===== src/rtl/seven_seg_mux_if.sv =====
`default_nettype none
// +----------------------------------------------------------------------+
// | seven_seg_mux_if                                                     |
// | Data/load bus and display outputs of the seven-segment controller.   |
// | Revision: 1.0                                                        |
// +----------------------------------------------------------------------+
interface seven_seg_mux_if #(
    parameter int DIGITS = 4
);
    logic [4*DIGITS-1:0] value;
    logic [DIGITS-1:0]   dp_in;
    logic                neg;
    logic                blank_zero;
    logic                load;
    logic [DIGITS-1:0]   an;
    logic [6:0]          seg;
    logic                dp;
    logic                pending;
    logic                frame_done;

    // Producer of display data (board top / testbench)
    modport master (
        output value, dp_in, neg, blank_zero, load,
        input  an, seg, dp, pending, frame_done
    );

    // The display controller itself
    modport slave (
        input  value, dp_in, neg, blank_zero, load,
        output an, seg, dp, pending, frame_done
    );
endinterface
`default_nettype wire


===== src/rtl/seven_seg_mux.sv =====
`default_nettype none
// +----------------------------------------------------------------------+
// | seven_seg_mux                                                        |
// | N-digit multiplexed seven-segment controller with prescaler, hex     |
// | decode, leading-zero blanking, minus sign and frame-synchronous      |
// | double-buffered updates.                                             |
// | Revision: 1.0                                                        |
// +----------------------------------------------------------------------+
module seven_seg_mux #(
    parameter int DIGITS     = 4,
    parameter int DIV_BITS   = 17,
    parameter int ACTIVE_LOW = 1
) (
    input  wire logic        clk,
    input  wire logic        reset_n,
    seven_seg_mux_if.slave   bus
);
    localparam int                 c_IDX_W = (DIGITS > 1) ? $clog2(DIGITS) : 1;
    localparam logic [c_IDX_W-1:0] c_LAST  = c_IDX_W'(DIGITS - 1);
    localparam logic               c_INV   = (ACTIVE_LOW != 0);

    logic [DIV_BITS-1:0] r_presc;
    logic [c_IDX_W-1:0]  r_idx;
    logic                w_tick;
    logic                w_wrap;

    // Shadow (written by load) and display (written at frame boundary)
    logic [4*DIGITS-1:0] r_sh_value,  r_disp_value;
    logic [DIGITS-1:0]   r_sh_dp,     r_disp_dp;
    logic                r_sh_neg,    r_disp_neg;
    logic                r_sh_blank,  r_disp_blank;
    logic                r_pending;
    logic                r_wrap_q;
    logic                r_frame_done;

    logic [DIGITS-1:0]   r_an;
    logic [6:0]          r_seg;
    logic                r_dp;

    logic [c_IDX_W-1:0]  w_msnz;
    logic [3:0]          w_digit;
    logic                w_dp_req;
    logic                w_blanked;
    logic                w_minus;
    logic [6:0]          w_hex;
    logic [6:0]          w_seg_hi;
    logic                w_dp_hi;
    logic [DIGITS-1:0]   w_an_hi;

    assign w_tick = &r_presc;
    assign w_wrap = w_tick && (r_idx == c_LAST);

    // Free-running refresh prescaler
    always_ff @(posedge clk or negedge reset_n) begin
        if (!reset_n) r_presc <= '0;
        else          r_presc <= r_presc + 1'b1;
    end

    // Digit index advances once per dwell and wraps after the last digit
    always_ff @(posedge clk or negedge reset_n) begin
        if (!reset_n)        r_idx <= '0;
        else if (w_tick) begin
            if (r_idx == c_LAST) r_idx <= '0;
            else                 r_idx <= r_idx + 1'b1;
        end
    end

    // Shadow capture; a load on the boundary cycle keeps pending set
    always_ff @(posedge clk or negedge reset_n) begin
        if (!reset_n) begin
            r_sh_value <= '0;
            r_sh_dp    <= '0;
            r_sh_neg   <= 1'b0;
            r_sh_blank <= 1'b0;
            r_pending  <= 1'b0;
        end else if (bus.load) begin
            r_sh_value <= bus.value;
            r_sh_dp    <= bus.dp_in;
            r_sh_neg   <= bus.neg;
            r_sh_blank <= bus.blank_zero;
            r_pending  <= 1'b1;
        end else if (w_wrap) begin
            r_pending  <= 1'b0;
        end
    end

    // Commit shadow at the frame boundary (pre-edge shadow contents)
    always_ff @(posedge clk or negedge reset_n) begin
        if (!reset_n) begin
            r_disp_value <= '0;
            r_disp_dp    <= '0;
            r_disp_neg   <= 1'b0;
            r_disp_blank <= 1'b0;
        end else if (w_wrap && r_pending) begin
            r_disp_value <= r_sh_value;
            r_disp_dp    <= r_sh_dp;
            r_disp_neg   <= r_sh_neg;
            r_disp_blank <= r_sh_blank;
        end
    end

    // Select current digit, find the most significant nonzero digit
    always_comb begin
        w_msnz   = '0;
        w_digit  = 4'h0;
        w_dp_req = 1'b0;
        w_an_hi  = '0;
        for (int i = 0; i < DIGITS; i++) begin
            if (r_disp_value[4*i +: 4] != 4'h0) w_msnz = c_IDX_W'(i);
            if (r_idx == c_IDX_W'(i)) begin
                w_digit    = r_disp_value[4*i +: 4];
                w_dp_req   = r_disp_dp[i];
                w_an_hi[i] = 1'b1;
            end
        end
        w_blanked = r_disp_blank && (r_idx > w_msnz);
        w_minus   = r_disp_blank && r_disp_neg &&
                    ({1'b0, r_idx} == ({1'b0, w_msnz} + 1'b1));
    end

    // Hex to active-high segments {g,f,e,d,c,b,a}
    always_comb begin
        w_hex = 7'b0000000;
        case (w_digit)
            4'h0: w_hex = 7'b0111111;
            4'h1: w_hex = 7'b0000110;
            4'h2: w_hex = 7'b1011011;
            4'h3: w_hex = 7'b1001111;
            4'h4: w_hex = 7'b1100110;
            4'h5: w_hex = 7'b1101101;
            4'h6: w_hex = 7'b1111101;
            4'h7: w_hex = 7'b0000111;
            4'h8: w_hex = 7'b1111111;
            4'h9: w_hex = 7'b1101111;
            4'hA: w_hex = 7'b1110111;
            4'hB: w_hex = 7'b1111100;
            4'hC: w_hex = 7'b0111001;
            4'hD: w_hex = 7'b1011110;
            4'hE: w_hex = 7'b1111001;
            4'hF: w_hex = 7'b1110001;
            default: w_hex = 7'b0000000;
        endcase
    end

    // Minus overrides blanking; dp survives only on shown digits and '-'
    always_comb begin
        w_seg_hi = w_hex;
        w_dp_hi  = w_dp_req;
        if (w_minus) begin
            w_seg_hi = 7'b1000000;
        end else if (w_blanked) begin
            w_seg_hi = 7'b0000000;
            w_dp_hi  = 1'b0;
        end
    end

    // Registered outputs, polarity applied; frame_done aligned with digit 0
    always_ff @(posedge clk or negedge reset_n) begin
        if (!reset_n) begin
            r_an         <= {DIGITS{c_INV}};
            r_seg        <= {7{c_INV}};
            r_dp         <= c_INV;
            r_wrap_q     <= 1'b0;
            r_frame_done <= 1'b0;
        end else begin
            r_an         <= w_an_hi ^ {DIGITS{c_INV}};
            r_seg        <= w_seg_hi ^ {7{c_INV}};
            r_dp         <= w_dp_hi ^ c_INV;
            r_wrap_q     <= w_wrap;
            r_frame_done <= r_wrap_q;
        end
    end

    assign bus.an         = r_an;
    assign bus.seg        = r_seg;
    assign bus.dp         = r_dp;
    assign bus.pending    = r_pending;
    assign bus.frame_done = r_frame_done;
endmodule
`default_nettype wire

===== src/flat_wrapper.sv =====
// flat-port wrapper written by rule: the top's interface ports become plain ports
module seven_seg_mux_flat 
#(
    parameter int DIGITS     = 4,
    parameter int DIV_BITS   = 17,
    parameter int ACTIVE_LOW = 1
)
  (clk, reset_n, bus_value, bus_dp_in, bus_neg, bus_blank_zero, bus_load, bus_an, bus_seg, bus_dp, bus_pending, bus_frame_done);
  seven_seg_mux_if #(.DIGITS(DIGITS)) bus_i ();
  input  wire logic clk;
  input  wire logic reset_n;
  input wire logic [$bits(bus_i.value)-1:0] bus_value;
  input wire logic [$bits(bus_i.dp_in)-1:0] bus_dp_in;
  input wire logic [$bits(bus_i.neg)-1:0] bus_neg;
  input wire logic [$bits(bus_i.blank_zero)-1:0] bus_blank_zero;
  input wire logic [$bits(bus_i.load)-1:0] bus_load;
  output wire logic [$bits(bus_i.an)-1:0] bus_an;
  output wire logic [$bits(bus_i.seg)-1:0] bus_seg;
  output wire logic [$bits(bus_i.dp)-1:0] bus_dp;
  output wire logic [$bits(bus_i.pending)-1:0] bus_pending;
  output wire logic [$bits(bus_i.frame_done)-1:0] bus_frame_done;
  assign bus_i.value = bus_value;
  assign bus_i.dp_in = bus_dp_in;
  assign bus_i.neg = bus_neg;
  assign bus_i.blank_zero = bus_blank_zero;
  assign bus_i.load = bus_load;
  assign bus_an = bus_i.an;
  assign bus_seg = bus_i.seg;
  assign bus_dp = bus_i.dp;
  assign bus_pending = bus_i.pending;
  assign bus_frame_done = bus_i.frame_done;
  seven_seg_mux #(.DIGITS(DIGITS), .DIV_BITS(DIV_BITS), .ACTIVE_LOW(ACTIVE_LOW)) u_core (.clk(clk), .reset_n(reset_n), .bus(bus_i));
endmodule

===== config.mk =====
export PLATFORM = sky130hd
export DESIGN_NAME = seven_seg_mux_flat
export DESIGN_NICKNAME = d
export VERILOG_FILES = /design/src/rtl/seven_seg_mux_if.sv /design/src/rtl/seven_seg_mux.sv /design/src/flat_wrapper.sv
export SDC_FILE = /design/constraint.sdc
export NUM_CORES = 1
export LEC_CHECK = 0
export CELL_PAD_IN_SITES_DETAIL_PLACEMENT = 0
export CELL_PAD_IN_SITES_GLOBAL_PLACEMENT = 2
export CORE_UTILIZATION = 40
export CTS_BUF_LIST = sky130_fd_sc_hd__clkbuf_8
export DETAILED_ROUTE_END_ITERATION = 8
export PLACE_DENSITY_LB_ADDON = 0.1
export SLEW_MARGIN = 10
export SYNTH_ARGS = -nofsm -noshare
export SYNTH_HDL_FRONTEND = slang
export SYNTH_SLANG_ARGS = --single-unit

===== constraint.sdc =====
create_clock -name clk -period 2.45 [get_ports clk]
set_clock_uncertainty 0.05 [all_clocks]
set_input_delay 0.49 -clock clk [delete_from_list [all_inputs] [get_ports clk]]
set_output_delay 0.49 -clock clk [all_outputs]
set_load 0.03 [all_outputs]

==> flow_metrics.env <==
export IMPL_yosys_register_bits=78
export IMPL_cts_buffers_inserted=9
export IMPL_boundaryPins=39
export IMPL_power_consumption_uw=2480
export IMPL_design_final_nets=374
export IMPL_route_detailed_vias_per_inst=4.91
export IMPL_vias=2180
export IMPL_number_of_buffers_inserted_by_port_buffering=38
export IMPL_dpl_worst_slack_ps=-11.7
export IMPL_gp_congestion=0.782
export IMPL_number_of_pins_with_negative_max_slew_slack_in_the_final_report=0
export IMPL_cts_htree_levels=3
export IMPL_cap_violations=0
export IMPL_syn_num_nets=308
export IMPL_root_driver="sky130_fd_sc_hd__clkbuf_8"
export IMPL_setup_viol=0
export IMPL_final_period_utilization_pct=93.1
export IMPL_fin_cells=444
export IMPL_grt_start_max_net_pins=42
export IMPL_detail_route_iter0_violations=51
export IMPL_endpoint_kind="register"
export IMPL_vias_in_the_first_global_route=2127
export IMPL_syn_area_per_cell_sq_um=13.0
export IMPL_vdd_ir_drop_max_v=0.000319
export IMPL_worst_setup_hold_path_clk_slew_ps=70
export IMPL_grt_util_all_layers_pct=15.7
export IMPL_post_drt_wl_per_cell_um=14.1
export IMPL_max_clock_path_buffers=2
export IMPL_grt_setup_unrepaired="no"
export IMPL_cp_data_arrival_time_ps=2490
export IMPL_filler_cells_inserted=744
export IMPL_die_w_um=95.5
export IMPL_achievable_frequency_mhz=438
export IMPL_placement_cell_area_sq_mm=0.00415
export IMPL_coreArea_sq_mm=0.00834
export IMPL_post_route_cell_area_sq_mm=0.00442
export IMPL_seq_area_sq_mm=0.00197
export IMPL_detailedRoute_firstPassIterationCount=4
export IMPL_postRouteAntennaNets=0
export IMPL_insertedDiodeCount=0
export IMPL_netlist_area_leader_share_pct=47.3
export IMPL_worst_endpoint_required_ps=2660
export IMPL_start_util_pct=41.9
export IMPL_totalWireLength_um=6260
export IMPL_hpwlAfterDp_um=4490
export IMPL_cellPowerDensity_mw_per_mm2=562
export IMPL_dpl_cell_count=427
export IMPL_post_cts_hold_buffer_count=0
export IMPL_total_congestion_overflow_after_global_routing=0
export IMPL_grt_pass1_wl_um=10500
export IMPL_share_of_cells_above_drive_strength_1_pct=32.4
export IMPL_number_of_antenna_violations_at_the_first_check_in_global_routing=0
export IMPL_cts_sinks=78
export IMPL_drc_errors=0
export IMPL_syn_cell_area_sq_mm=0.00349
export IMPL_critPathKind="reg2reg"
export IMPL_post_route_worst_setup_slack_ps=169
export IMPL_maxSlewHeadroom_pct=65.7
export IMPL_p_leak_uw=0.00197
export IMPL_number_of_synthesized_flops_with_an_enable_pin=0
export IMPL_crit_path_time_final_ps=2280
export IMPL_design_die_area_sq_mm=0.00911
export IMPL_startpoint_type="register"
export IMPL_synth_top_flop_cell="sky130_fd_sc_hd__dfrtp_1"
export IMPL_yosys_warnings=0
export IMPL_worst_path_max_fanout=8
export IMPL_worstSkewPairLatency_ps=350
export IMPL_min_delay_path_class="in2async"
export IMPL_multi_input_comb_area_sq_mm=0.00148
export IMPL_outcome="finished, final reports clean"
export IMPL_worst_slew_pin_slew_ps=515
export IMPL_syn_to_final_growth_pct=26.4
export IMPL_report_final_hold_viol_count=0
export IMPL_synth_cell_types=45
export IMPL_syn_instance_count=269
export IMPL_core_rowCount=33
export IMPL_seq_area_frac_synth_pct=56.3
export IMPL_synthTopCellsByArea="sky130_fd_sc_hd__dfrtp_1 47%, sky130_fd_sc_hd__mux2_2 14%, sky130_fd_sc_hd__dfstp_2 9.0%"
export IMPL_cts_tree="built"
export IMPL_postSynth_asyncResetShare_pct=100
export IMPL_die_h_um=95.5
export IMPL_synth_area_leader_cell="sky130_fd_sc_hd__dfrtp_1"
==> path summary, 6_finish.rpt <==
check	from	end	slack (ps)	depth (start not counted)
worst max-delay path	u_core.r_idx[1]$_DFFE_PN0N_	u_core.bus.seg[3]$_DFF_PN1_	170	8
worst min-delay path	reset_n	u_core.r_sh_value[1]$_DFFE_PN0P_	70	1
worst max register to register	u_core.r_idx[1]$_DFFE_PN0N_	u_core.bus.seg[3]$_DFF_PN1_	170	8
worst min register to register	u_core.r_wrap_q$_DFF_PN0_	u_core.bus.frame_done$_DFF_PN0_	310	0
max in group asynchronous	reset_n	u_core.bus.seg[6]$_DFF_PN1_	1620	2
min in group clk	u_core.r_wrap_q$_DFF_PN0_	u_core.bus.frame_done$_DFF_PN0_	310	0
==> cell type report <==
cell class	instances	area share, %
Clock buffer	9	2.80
Timing Repair Buffer	61	13.0
Tap cell	105	2.97
Multi-Input combinational cell	171	33.5
Sequential cell	78	44.5
Clock inverter	6	1.98
Inverter	14	1.19
==> cell usage in the layout (no fill, tap or decap), types with 7 or more instances in the layout <==
cell | netlist | final
sky130_fd_sc_hd__a21oi_1 | 8 | 8
sky130_fd_sc_hd__buf_4 | 0 | 22
sky130_fd_sc_hd__dfrtp_1 | 66 | 66
sky130_fd_sc_hd__inv_1 | 13 | 14
sky130_fd_sc_hd__dfstp_2 | 12 | 12
sky130_fd_sc_hd__xnor2_1 | 11 | 11
sky130_fd_sc_hd__nand2_1 | 22 | 22
sky130_fd_sc_hd__mux2_2 | 44 | 44
sky130_fd_sc_hd__nand3_1 | 7 | 7
sky130_fd_sc_hd__ha_1 | 14 | 12
sky130_fd_sc_hd__clkdlybuf4s50_1 | 0 | 37
sky130_fd_sc_hd__nor2_1 | 8 | 7
sky130_fd_sc_hd__clkbuf_8 | 0 | 9
==> synthesized netlist by cell type, drive strengths merged, types with 2 or more instances <==
master and instances:
a21oi 8, a311oi 2, a31oi 3, and3 3, and4 2, buf 4
clkbuf 2, dfrtp 66, dfstp 12, ha 14, inv 14, mux2 44
mux2i 3, nand2 22, nand2b 2, nand3 7, nand3b 3, nand4 5
nor2 9, nor2b 4, nor3b 2, nor4 3, o21ai 3, o221ai 5
o22ai 2, or2 2, xnor2 11, xor2 3
==> repair_timing <==
action	CTS	global route
resized for setup	1	8
setup endpoints to repair	2	29
endpoints found under the hold margin	0	0
buffers inserted	0	2
pin swaps	0	3
==> sequential cells by signal, summed over array words and instances, names as in the netlist <==
name,cells
u_core.bus.an,4
u_core.bus.dp,1
u_core.bus.frame_done,1
u_core.bus.pending,1
u_core.bus.seg,7
u_core.r_disp_blank,1
u_core.r_disp_dp,4
u_core.r_disp_neg,1
u_core.r_disp_value,16
u_core.r_idx,2
u_core.r_presc,17
u_core.r_sh_blank,1
u_core.r_sh_dp,4
u_core.r_sh_neg,1
u_core.r_sh_value,16
u_core.r_wrap_q,1
==> through the flow <==
stage	util, %	hold WS [ps]	TNS (ps)
detailed placement	49.8	291	-11.7
finish	53.0	70.1	0
floorplan	-	144	0
global route	53.0	83.2	0
global placement	49.8	286	0
CTS	52.4	69.4	0
==> report_power, final <==
group	total (uW)	internal [uW]	switching [uW]
clock	1030	568	459
combinational	113	69.1	44.2
sequential	1340	1320	18.3
==> worst max-delay path, cell delays in order (launching register included) <==
cell and delay [ps]:
sky130_fd_sc_hd__dfrtp_1 430, sky130_fd_sc_hd__inv_1 140, sky130_fd_sc_hd__ha_1 370, sky130_fd_sc_hd__nand3b_4 110, sky130_fd_sc_hd__a311oi_4 500, sky130_fd_sc_hd__buf_4 220
sky130_fd_sc_hd__mux2i_1 180, sky130_fd_sc_hd__a22o_1 150, sky130_fd_sc_hd__nand2_1 50
==> cells by family after synthesis <==
group	share of synthesized area, %
multiplexers	15.0
AND/OR/NAND/NOR	10.9
AO/OA/AOI/OAI	6.80
buffers and inverters	2.47
flip-flops	56.3
XOR/XNOR	3.51
adder cells (fa/ha/maj)	5.01
==> routing by layer <==
layer,up-vias,share of wire (%),track usage [%]
met5,-,0,0
met4,0,1.0,4.85
met3,6,3.6,4.86
met2,42,43,22.4
met1,1051,52,22.6
li1,1081,-,-
No activity file was read; power rests on OpenSTA's default activity.
